### src/rtl/bcd_pkg.sv
// Shared definitions for the digit-serial BCD adder/subtractor.
//   - digit width, largest legal digit and the +6 decimal correction
//   - bcd_digit_t, the FSM state enum
//   - nines_comp(): 9 - d, used to turn a subtraction into an addition
//   - bcd_digit_invalid(): flags a nibble that is not a decimal digit
package bcd_pkg;

    localparam int BCD_DIGIT_W = 4;
    localparam int BCD_MAX     = 9;
    localparam int BCD_CORR    = 6;

    typedef logic [BCD_DIGIT_W-1:0] bcd_digit_t;

    typedef enum logic [1:0] {
        IDLE = 2'd0,
        CALC = 2'd1,
        DONE = 2'd2
    } bcd_state_t;

    // Illegal digits (>9) simply wrap; the result is deterministic but
    // carries no decimal meaning.
    function automatic bcd_digit_t nines_comp(input bcd_digit_t d);
        return bcd_digit_t'(BCD_MAX) - d;
    endfunction

    function automatic logic bcd_digit_invalid(input bcd_digit_t d);
        return d > bcd_digit_t'(BCD_MAX);
    endfunction

endpackage

### src/rtl/bcd_digit_add.sv
// Combinational single-digit BCD adder with decimal correction.
// Ports:
//   a_i, b_i   : BCD digit operands
//   c_i        : carry in
//   digit_o    : corrected BCD result digit
//   c_o        : decimal carry out
module bcd_digit_add
    import bcd_pkg::*;
(
    input  bcd_digit_t a_i,
    input  bcd_digit_t b_i,
    input  logic       c_i,
    output bcd_digit_t digit_o,
    output logic       c_o
);

    logic [4:0] t;

    always_comb begin
        t = {1'b0, a_i} + {1'b0, b_i} + {4'b0000, c_i};
        if (t > 5'(BCD_MAX)) begin
            // Adding 6 skips the six unused codes A..F; bit 4 is the carry
            // and is dropped here because c_o reports it directly.
            digit_o = bcd_digit_t'(t + 5'(BCD_CORR));
            c_o     = 1'b1;
        end else begin
            digit_o = t[3:0];
            c_o     = 1'b0;
        end
    end

endmodule

### src/rtl/bcd_serial_addsub.sv
// Digit-serial packed-BCD adder/subtractor, one digit per clock, LSD first.
// Subtraction a - b - cin is computed as a + nines(b) + !cin; cout=1 then
// means no borrow, cout=0 means sum holds the ten's complement.
//
// Ports:
//   clk, rst_n          : clock, asynchronous active-low reset
//   in_valid / in_ready : operand handshake (a, b, sub, cin sampled once)
//   a, b                : packed BCD operands, digit 0 in bits [3:0]
//   sub, cin            : 0 = add, 1 = subtract; carry-in / borrow-in
//   out_valid/out_ready : result handshake
//   sum, cout           : packed BCD result and decimal carry / no-borrow
//   err                 : invalid digit seen in the accepted operands
//
// Build option: define BCD_DIGIT_CHECK_EN to enable the operand digit
// check behind err; otherwise err is tied low.
//
// state | meaning
// IDLE  | waiting for operands, in_ready=1
// CALC  | one digit per cycle, index 0..DIGITS-1
// DONE  | result presented, held until out_ready
module bcd_serial_addsub
    import bcd_pkg::*;
#(
    parameter int DIGITS = 4
)(
    input  logic                  clk,
    input  logic                  rst_n,
    input  logic                  in_valid,
    output logic                  in_ready,
    input  logic [4*DIGITS-1:0]   a,
    input  logic [4*DIGITS-1:0]   b,
    input  logic                  sub,
    input  logic                  cin,
    output logic                  out_valid,
    input  logic                  out_ready,
    output logic [4*DIGITS-1:0]   sum,
    output logic                  cout,
    output logic                  err
);

    localparam int W     = BCD_DIGIT_W * DIGITS;
    localparam int IDX_W = (DIGITS > 1) ? $clog2(DIGITS) : 1;
    localparam logic [IDX_W-1:0] LAST_IDX = IDX_W'(DIGITS - 1);

    bcd_state_t        state_q, state_d;
    logic [IDX_W-1:0]  idx_q,   idx_d;
    logic              carry_q, carry_d;
    logic [W-1:0]      a_q,     a_d;
    logic [W-1:0]      b_q,     b_d;
    logic [W-1:0]      sum_q,   sum_d;
    logic              cout_q,  cout_d;

    logic [W-1:0]      b_nines;
    bcd_digit_t        a_dig, b_dig, res_dig;
    logic              res_c;
    logic              accept;

    assign accept    = (state_q == IDLE) && in_valid;
    assign in_ready  = (state_q == IDLE);
    assign out_valid = (state_q == DONE);
    assign sum       = sum_q;
    assign cout      = cout_q;

    always_comb begin
        b_nines = '0;
        for (int i = 0; i < DIGITS; i++) begin
            b_nines[i*BCD_DIGIT_W +: BCD_DIGIT_W] = nines_comp(b[i*BCD_DIGIT_W +: BCD_DIGIT_W]);
        end
    end

    // Single digit adder time-shared across all digit positions.
    assign a_dig = a_q[{idx_q, 2'b00} +: BCD_DIGIT_W];
    assign b_dig = b_q[{idx_q, 2'b00} +: BCD_DIGIT_W];

    bcd_digit_add u_digit_add (
        .a_i     (a_dig),
        .b_i     (b_dig),
        .c_i     (carry_q),
        .digit_o (res_dig),
        .c_o     (res_c)
    );

    always_comb begin
        state_d = state_q;
        idx_d   = idx_q;
        carry_d = carry_q;
        a_d     = a_q;
        b_d     = b_q;
        sum_d   = sum_q;
        cout_d  = cout_q;
        case (state_q)
            IDLE: begin
                if (in_valid) begin
                    a_d     = a;
                    b_d     = sub ? b_nines : b;
                    carry_d = sub ? ~cin : cin;
                    idx_d   = '0;
                    state_d = CALC;
                end
            end
            CALC: begin
                sum_d[{idx_q, 2'b00} +: BCD_DIGIT_W] = res_dig;
                carry_d = res_c;
                if (idx_q == LAST_IDX) begin
                    cout_d  = res_c;
                    state_d = DONE;
                end else begin
                    idx_d = idx_q + IDX_W'(1);
                end
            end
            DONE: begin
                // The cycle that completes the output handshake never accepts.
                if (out_ready) begin
                    state_d = IDLE;
                end
            end
            default: state_d = IDLE;
        endcase
    end

    always_ff @(posedge clk or negedge rst_n) begin
        if (!rst_n) begin
            state_q <= IDLE;
            idx_q   <= '0;
            carry_q <= 1'b0;
            a_q     <= '0;
            b_q     <= '0;
            sum_q   <= '0;
            cout_q  <= 1'b0;
        end else begin
            state_q <= state_d;
            idx_q   <= idx_d;
            carry_q <= carry_d;
            a_q     <= a_d;
            b_q     <= b_d;
            sum_q   <= sum_d;
            cout_q  <= cout_d;
        end
    end

`ifdef BCD_DIGIT_CHECK_EN
    logic err_q, err_d;
    logic raw_bad;

    always_comb begin
        raw_bad = 1'b0;
        for (int i = 0; i < DIGITS; i++) begin
            raw_bad = raw_bad
                    | bcd_digit_invalid(a[i*BCD_DIGIT_W +: BCD_DIGIT_W])
                    | bcd_digit_invalid(b[i*BCD_DIGIT_W +: BCD_DIGIT_W]);
        end
    end

    // Checks the raw b, not the nines-complemented copy.
    assign err_d = accept ? raw_bad : err_q;

    always_ff @(posedge clk or negedge rst_n) begin
        if (!rst_n) begin
            err_q <= 1'b0;
        end else begin
            err_q <= err_d;
        end
    end

    assign err = err_q;
`else
    assign err = 1'b0;
`endif

endmodule

### config.mk
export PLATFORM = sky130hd
export DESIGN_NAME = bcd_serial_addsub
export DESIGN_NICKNAME = d
export VERILOG_FILES = /design/src/rtl/bcd_pkg.sv /design/src/rtl/bcd_digit_add.sv /design/src/rtl/bcd_serial_addsub.sv
export SDC_FILE = /design/constraint.sdc
export NUM_CORES = 1
export LEC_CHECK = 0
export BUFFER_PORTS_ARGS = -buffer_cell sky130_fd_sc_hd__buf_4
export CAP_MARGIN = 10
export CORE_AREA = 2 2 79 73
export DETAILED_ROUTE_END_ITERATION = 7
export DIE_AREA = 0 0 81 75
export PLACE_DENSITY = 0.75
export SLEW_MARGIN = 20
export SYNTH_ARGS = -nofsm -noshare
export SYNTH_HDL_FRONTEND = slang
export SYNTH_SLANG_ARGS = --single-unit
### constraint.sdc
create_clock -name clk -period 4.1 [get_ports clk]
set_input_delay 0.41 -clock clk [delete_from_list [all_inputs] [get_ports clk]]
set_output_delay 0.41 -clock clk [all_outputs]
set_load 0.02 [all_outputs]
* Yosys cells after proc, flatten, opt, wreduce, memory -nomap -nowiden *
Index checks and enable logic that the tools add are counted.

storage, ports and cells
  bits of input ports = 38
  word-level logic and storage cells = 50
  output and inout bits = 20
  bits in registers = 54

cells by class
  equality and inequality tests = 7
  add/subtract/negate cells = 9
  shift-type cells = 4
  bitwise logic cells = 1
  reductions and logical operators = 7
  order comparisons = 1
  multiplexer cells = 14

operators with widths
  kind                    count
  $shiftx 16x5->4         2
  $bwmux 16               1
  $mux 16                 1
  $shift 4x6->16 const A  1
  $shiftx 4x6->16         1
  $sub 4x4->4 const A     4
  $mux 2                  5
  $ne 2x2->1 const B      3
  $neg 4->6               1
  $pmux 2 s3              1
  $reduce_and 2->1        3
  $reduce_and 3->1        2
  $add 4x4->5             1
  $add 5x1->5             1
  $gt 5x4->1 const B      1
  $add 4x3->4 const B     1
  $eq 2x2->1 const B      2
  $mux 4                  1
  $pmux 2 s2              1
  $mux 1                  3
  $add 2x1->2 const B     1
  $eq 2x1->1 const B      1
  $logic_not 2->1         1
  $ne 2x1->1 const B      1
  other kinds (3)         3

* Longest topological paths before layout *
Gate-level depths: netlist of the first run.

  depth in word-level cells = 7
  mapped depth = 11
  mapped depth without buffers = 10

* By module *
From an unflattened synthesis of the first run, not the netlist that was laid out.

second synthesis, totals
  cell total of the unflattened synthesis = 218
  area total of the unflattened synthesis = 2801.4 sq um

by module, submodules not included
  module             instances  cells each  area each (sq um)  seq. area each (sq um)
  bcd_serial_addsub  1          196         2590.0             1351.3
  bcd_digit_add      1          22          211.5              0.0

* Worst setup path after synthesis of the first run *
No wires, ideal clock.

  kind = register to register
  start = register idx_q[0]
  end = register sum_q[10] (netlist: sum[10])
  buffers on the path = 1
  setup time = 131 ps
  cell stages (with the launch flop) = 12
  period minus slack after synthesis = 3609 ps
  path slack = 491 ps
  arrival time = 3478 ps
  data required time = 3969 ps
  cell sequence = dfrtp_1 buf_2 mux4_2 fa_1 fa_1 xnor2_1 ha_1 nor2b_1 o311ai_0 o31ai_1 a311oi_4 o21ai_1

on the way
  longest elaborated chain between the ends = 7
  elaborated cells between the ends (all ways) = 11
  those cells by class = add/sub: 4; order compare: 1; shift: 4; mux: 2

ends and longest elaborated chain
  element                                    RTL line                                          RTL
  from (decl)                                bcd_serial_addsub.sv:46                           logic [IDX_W-1:0] idx_q, idx_d;
  from (signal assigned)                     bcd_serial_addsub.sv:132                          idx_q <= idx_d;
  $shiftx 16x5->4 (on tied branches)         bcd_serial_addsub.sv:72, bcd_serial_addsub.sv:73
  $add 4x4->5                                bcd_digit_add.sv:20                               t = {1'b0, a_i} + {1'b0, b_i} + {4'b0000, c_i};
  $add 5x1->5                                bcd_digit_add.sv:20
  $add 4x3->4 or $gt 5x4->1 (tied branches)  bcd_digit_add.sv:24, bcd_digit_add.sv:21
  $mux 4                                     bcd_digit_add.sv:21                               if (t > 5'(BCD_MAX)) begin
  $shiftx 4x6->16                            bcd_serial_addsub.sv:102                          sum_d[{idx_q, 2'b00} +: BCD_DIGIT_W] = res_dig;
  $bwmux 16 (*)                              bcd_serial_addsub.sv:102
  to (signal assigned)                       bcd_serial_addsub.sv:136                          sum_q <= sum_d;
  to (decl)                                  bcd_serial_addsub.sv:50                           logic [W-1:0] sum_q, sum_d;

Mark *: on every way between the ends. The rest lies on a longest branch, timed or not.
A chain may end at the register's enable or synchronous reset.

* Final worst setup path of the first run *
  start = register idx_q[0]
  end = register sum_q[2] (netlist: sum[2])

Same word-level chain as after synthesis.

==> metrics, run 1 <==
Synth top area share about 48%; core area 0.00519 sq mm; Mapped Cells about 250; CTS buffer count 5; register area share after synthesis between 40% and 50%; root buffer cell clkbuf_8; Tcrit/Tclk final 90.2%; Max Fanout on Critical Path 6; die area 0.00608 sq mm; largest area contributor in the netlist dfrtp_1; Yosys reg bits 54; clock net sink count 54; vias in the first global route around 2000; routed length per instance between 10 and 15 um; Placed Cells incl. Taps between 300 and 400; Detailed Routing Iterations Pass 1 4; status complete, no violations; Clock transition at path regs around 90 ps; number of enable flip-flop cells after synthesis 0; initial antenna violation count 0; diode count 0; DP HPWL just over 4000 um; worst slew pin tran 716 ps; Setup crit start idx_q[0]; Top FF cell, synth dfrtp_1; ys async rst share 100%; Post-Syn Area between 0.002 and 0.003 sq mm; Die W a little over 80 um; RR Endpoint sum[2]; most common cell after layout, fill and taps aside buf_4; worst path arrival time between 3000 and 4000 ps; later-pin clock latency in the skew report 300 ps; via count approximately 2000; final max-slew violation count 0; Worst Setup Start Kind flop; r2r startpoint idx_q[0]; PostCTS Resize Cnt 0; Nets between 300 and 400; total grt overflow 0; FF-to-FF path depth 10; num rows 25; CP required 4280 ps; number of setup buffers added after CTS 0; register-to-register setup slack 400 ps; Routed WL 5430 um; fillcell total roughly 440; share of layout cells above drive strength 1 around a third; worst setup path class flop to flop; Area Growth Syn to Fin 20.2%; largest net degree at the start of global routing 55; Synthesized Nets ~300; most frequent cells in the layout buf_4 (58), dfrtp_1 (54), nand2_1 (25); final std cells w/o fill about 370; final-report setup violation count 0; Hold Path Class input pin to async pin; final critical-path required period about 3700 ps; IO Pins a little under 60; YS warnings 0; RSZ-0062 raised after global routing false; Clock Skews approximately 7.6 ps; First DRT Iteration DRCs approximately 120; Clock Path Buffers 2; Syn Area/Cell between 10 and 15 sq um; Post-DRT Antenna Nets 0; fmax around 270 MHz; first-pass GRT wire length just over 9000 um; count of final hold-check violations 0; port bufs 56; Yosys cell types 39; GP Congestion between 0.8 and 0.9; # hold bufs at CTS 0; Slew headroom 52.1%; CP Capture Type flop; routed vias/inst ~5.3; DRC 0; CTS tree yes; Die Span Y approximately 75 um; setup TNS 0 ps; GRT Total Usage between 10% and 20%; initial core utilization 54.4%; htree depth 2; top post-synthesis cells by area dfrtp_1 (48%), mux2_2 (8.4%), mux4_2 (6.4%); max-cap viol count 0; worst setup path endpoint sum[2]
## synthesized netlist by cell type (2+ instances only)
library cell,number
mux2_2,21
o21ai_0,6
a31oi_1,2
nand2_1,25
or3_1,2
nor2_1,19
xor2_1,4
xnor2_1,6
ha_1,14
nor2b_1,4
o31ai_1,5
mux2i_1,5
nor3b_1,3
a21o_2,2
and2_1,2
o21ai_1,8
buf_1,3
mux4_2,8
fa_1,2
dfrtp_1,54
clkbuf_1,2
inv_1,15
a21oi_1,18
buf_2,4
## worst min path at each step
stage / from / endpoint / slack (ps)
2_1_floorplan: rst_n / a_q[0] / 110
5_1_grt: rst_n / sum[4] / 180
6_report: rst_n / sum[13] / 140
3_3_place_gp: sum[4] / sum[4] / 460
3_5_place_dp: sum[1] / sum[1] / 480
4_1_cts: rst_n / b_q[7] / 160
## critical path: stages (launching register included)
cell	delay, ps
dfrtp_1	530
mux4_2	570
fa_1	470
fa_1	450
xnor2_1	190
ha_1	240
nor2b_1	170
nor3b_1	290
a21oi_1	170
a311oi_4	380
o21ai_1	110
## flip-flops by register name (all words and copies together) (netlist names)
name     count
a_q         16
state_q      2
cout         1
b_q         16
carry_q      1
idx_q        2
sum         16
## cell families (layout without fill, tap and decap cells)
family | Yosys count | in the layout | share of synthesized area [%]
buf+inv | 25 | 81 | 3.63
compound gates | 46 | 46 | 10.3
mux | 34 | 34 | 16.5
flops | 54 | 54 | 47.9
fa+ha+maj | 16 | 16 | 7.62
simple gates | 63 | 63 | 10.8
xor+xnor | 10 | 10 | 3.10
other cells | 1 | 1 | 0.133
## cell type report
cell class	instances	area [sq um]	area share, %
Clock inverter	1	5.00	0.148
Inverter	15	56.3	1.66
Sequential cell	54	1350	39.8
Timing Repair Buffer	58	435	12.8
Clock buffer	7	86.3	2.55
Multi-Input combinational cell	170	1370	40.5
Tap cell	67	83.8	2.47
## stage by stage
stage | worst slack, ps | hold slack (ps) | utilization [%] | area (sq um)
floorplan | 491 | 114 | - | 2820
global placement | 539 | 463 | 63.6 | 3300
detailed placement | 421 | 476 | 63.6 | 3300
CTS | 396 | 160 | 65.3 | 3390
global route | 161 | 180 | 65.3 | 3390
finish | 403 | 140 | 65.3 | 3390
## metal layers
layer	vias up	GRT usage [%]	part of all wire [%]
li1	978	-	-
met1	939	26.9	47
met2	45	32.4	48
met3	5	3.60	4.0
met4	0	5.84	0.81
met5	-	0	0
Power of run 1 is left out: the tool's default activity adds up to more than one toggle a clock period on the data nets, which glitch-free logic cannot reach.
==> inputs of run 2 (changes only) <==
--- a/config.mk
+++ b/config.mk
@@ -6,10 +6,10 @@
 export NUM_CORES = 1
 export LEC_CHECK = 0
 export BUFFER_PORTS_ARGS = -buffer_cell sky130_fd_sc_hd__buf_4
-export CAP_MARGIN = 10
-export CORE_AREA = 2 2 79 73
+export CORE_AREA = 4 4 81 75
+export CTS_BUF_LIST = sky130_fd_sc_hd__clkbuf_4
 export DETAILED_ROUTE_END_ITERATION = 7
-export DIE_AREA = 0 0 81 75
+export DIE_AREA = 0 0 85 79
 export PLACE_DENSITY = 0.75
 export SLEW_MARGIN = 20
 export SYNTH_ARGS = -nofsm -noshare
==> run 2 against run 1 <==
Critical path depth unchanged. Setup slack worse by 52 ps. Sequential cell count unchanged. Wire length up 3.9%. Non-clock buffer count unchanged. Cell count down 0.27%. First-iteration DRC count up 18%. Register-to-register slack worse by 50 ps. Via count up 2.7%. Highest routed layer unchanged.
==> metrics, run 2 (synthesis gave the netlist of run 1 again) <==
initial core utilization 54.0%; Nets about 360; initial antenna violation count 0; Worst Setup Start Kind flop; Post-DP Area approximately 0.0033 sq mm; fmax around 270 MHz; First DRT Iteration DRCs 145; PostCTS Resize Cnt 0; RSZ-0062 raised after global routing false; core area between 0.005 and 0.006 sq mm; Hold Path Class input pin to async pin; r2r startpoint idx_q[0]; Worst Path Buf+Inv 0; worst setup path class flop to flop; final core utilization between 60 and 70%; htree depth 2; worst path arrival time ~4000 ps; CTS tree yes; GP Congestion ~0.8; routed vias/inst ~5.4; worst slew pin tran slightly below 700 ps; Area Growth Syn to Fin 18.8%; later-pin clock latency in the skew report between 300 and 400 ps; die area about 0.0067 sq mm; via count ~2000; final critical-path required period roughly 3700 ps; Post-DRT Antenna Nets 0; share of layout cells above drive strength 1 between 30% and 40%; CP Capture Type flop; FF-to-FF path depth 10; diode count 0; Die Span Y ~79 um; CP required around 4400 ps; final-report setup violation count 0; Tcrit/Tclk final between 90% and 100%; register-to-register setup slack approximately 350 ps; CP peak stage delay 580 ps; max-cap viol count 0; setup TNS 0 ps; final max-slew violation count 0; Slew headroom a little over half; most common cell after layout, fill and taps aside buf_4; port bufs 56; number of setup buffers added after CTS 0; count of final hold-check violations 0; CP top delay family adder cells; Crit path top cell by count fa_1; root buffer cell clkbuf_4; Routed WL around 5600 um; clock net sink count 54; Clock Skews about 8.4 ps; Clock transition at path regs ~140 ps; most frequent cells in the layout buf_4 (58), dfrtp_1 (54), nand2_1 (25); slowest CP cell dfrtp_1; Clock Path Buffers 2; GRT Total Usage a little under a fifth; Max Fanout on Critical Path 6; routed length per instance around 15 um; worst path cell trace mux4_2, fa_1, fa_1, xnor2_1, ha_1, nor2b_1, a31oi_1, and4b_4, a311oi_4, o21ai_1; largest net degree at the start of global routing 55; total grt overflow 0; CTS buffer count 5; Detailed Routing Iterations Pass 1 4; num rows 25; IO Pins 58; vias in the first global route a little over 2000; DP HPWL 4370 um; Die W around 85 um; RR Endpoint sum[6]; # hold bufs at CTS 0; Final Cell Area about 0.0034 sq mm; first-pass GRT wire length approximately 10000 um; status complete, no violations; DRC 0
==> run 2: changes by cell type in the layout (fill, tap and decap cells not counted), sizes merged <==
cell    change
clkinv      -1
==> run 2: worst max-delay path by stage <==
stage / end / startpoint / cells past startpoint / slack [ps]
floorplan: sum[10] / idx_q[0] / 11 / 490
global placement: sum[2] / idx_q[0] / 10 / 540
detailed placement: sum[6] / idx_q[0] / 10 / 380
CTS: sum[6] / idx_q[0] / 10 / 360
global route: sum[6] / idx_q[0] / 10 / 110
finish: sum[6] / idx_q[0] / 10 / 350
==> run 2: area by class of cell <==
type                    instances  area (sq um)
fillers                       419          1870
multi-input cells             170          1370
flip-flops and latches         54          1350
repair buffers                 58           435
well taps                      67          83.8
inverters                      15          56.3
clock buffers                   7          52.6
==> run 2: metal layers <==
metal,vias to the layer above,GRT usage [%],wire (um)
met5,-,0,0
met4,0,6.17,41
met3,6,4.05,319
met2,64,30.3,2770
met1,976,24.2,2510
li1,974,-,-
==> run 2: metrics by stage <==
stage | hold WS, ps | worst slack (ps) | instances
finish | 48.3 | 351 | 371
floorplan | 114 | 491 | 249
global route | 81.0 | 110 | 371
global placement | 464 | 538 | 364
CTS | 63.1 | 356 | 371
detailed placement | 472 | 377 | 364
Power of run 2 is left out for the same reason.
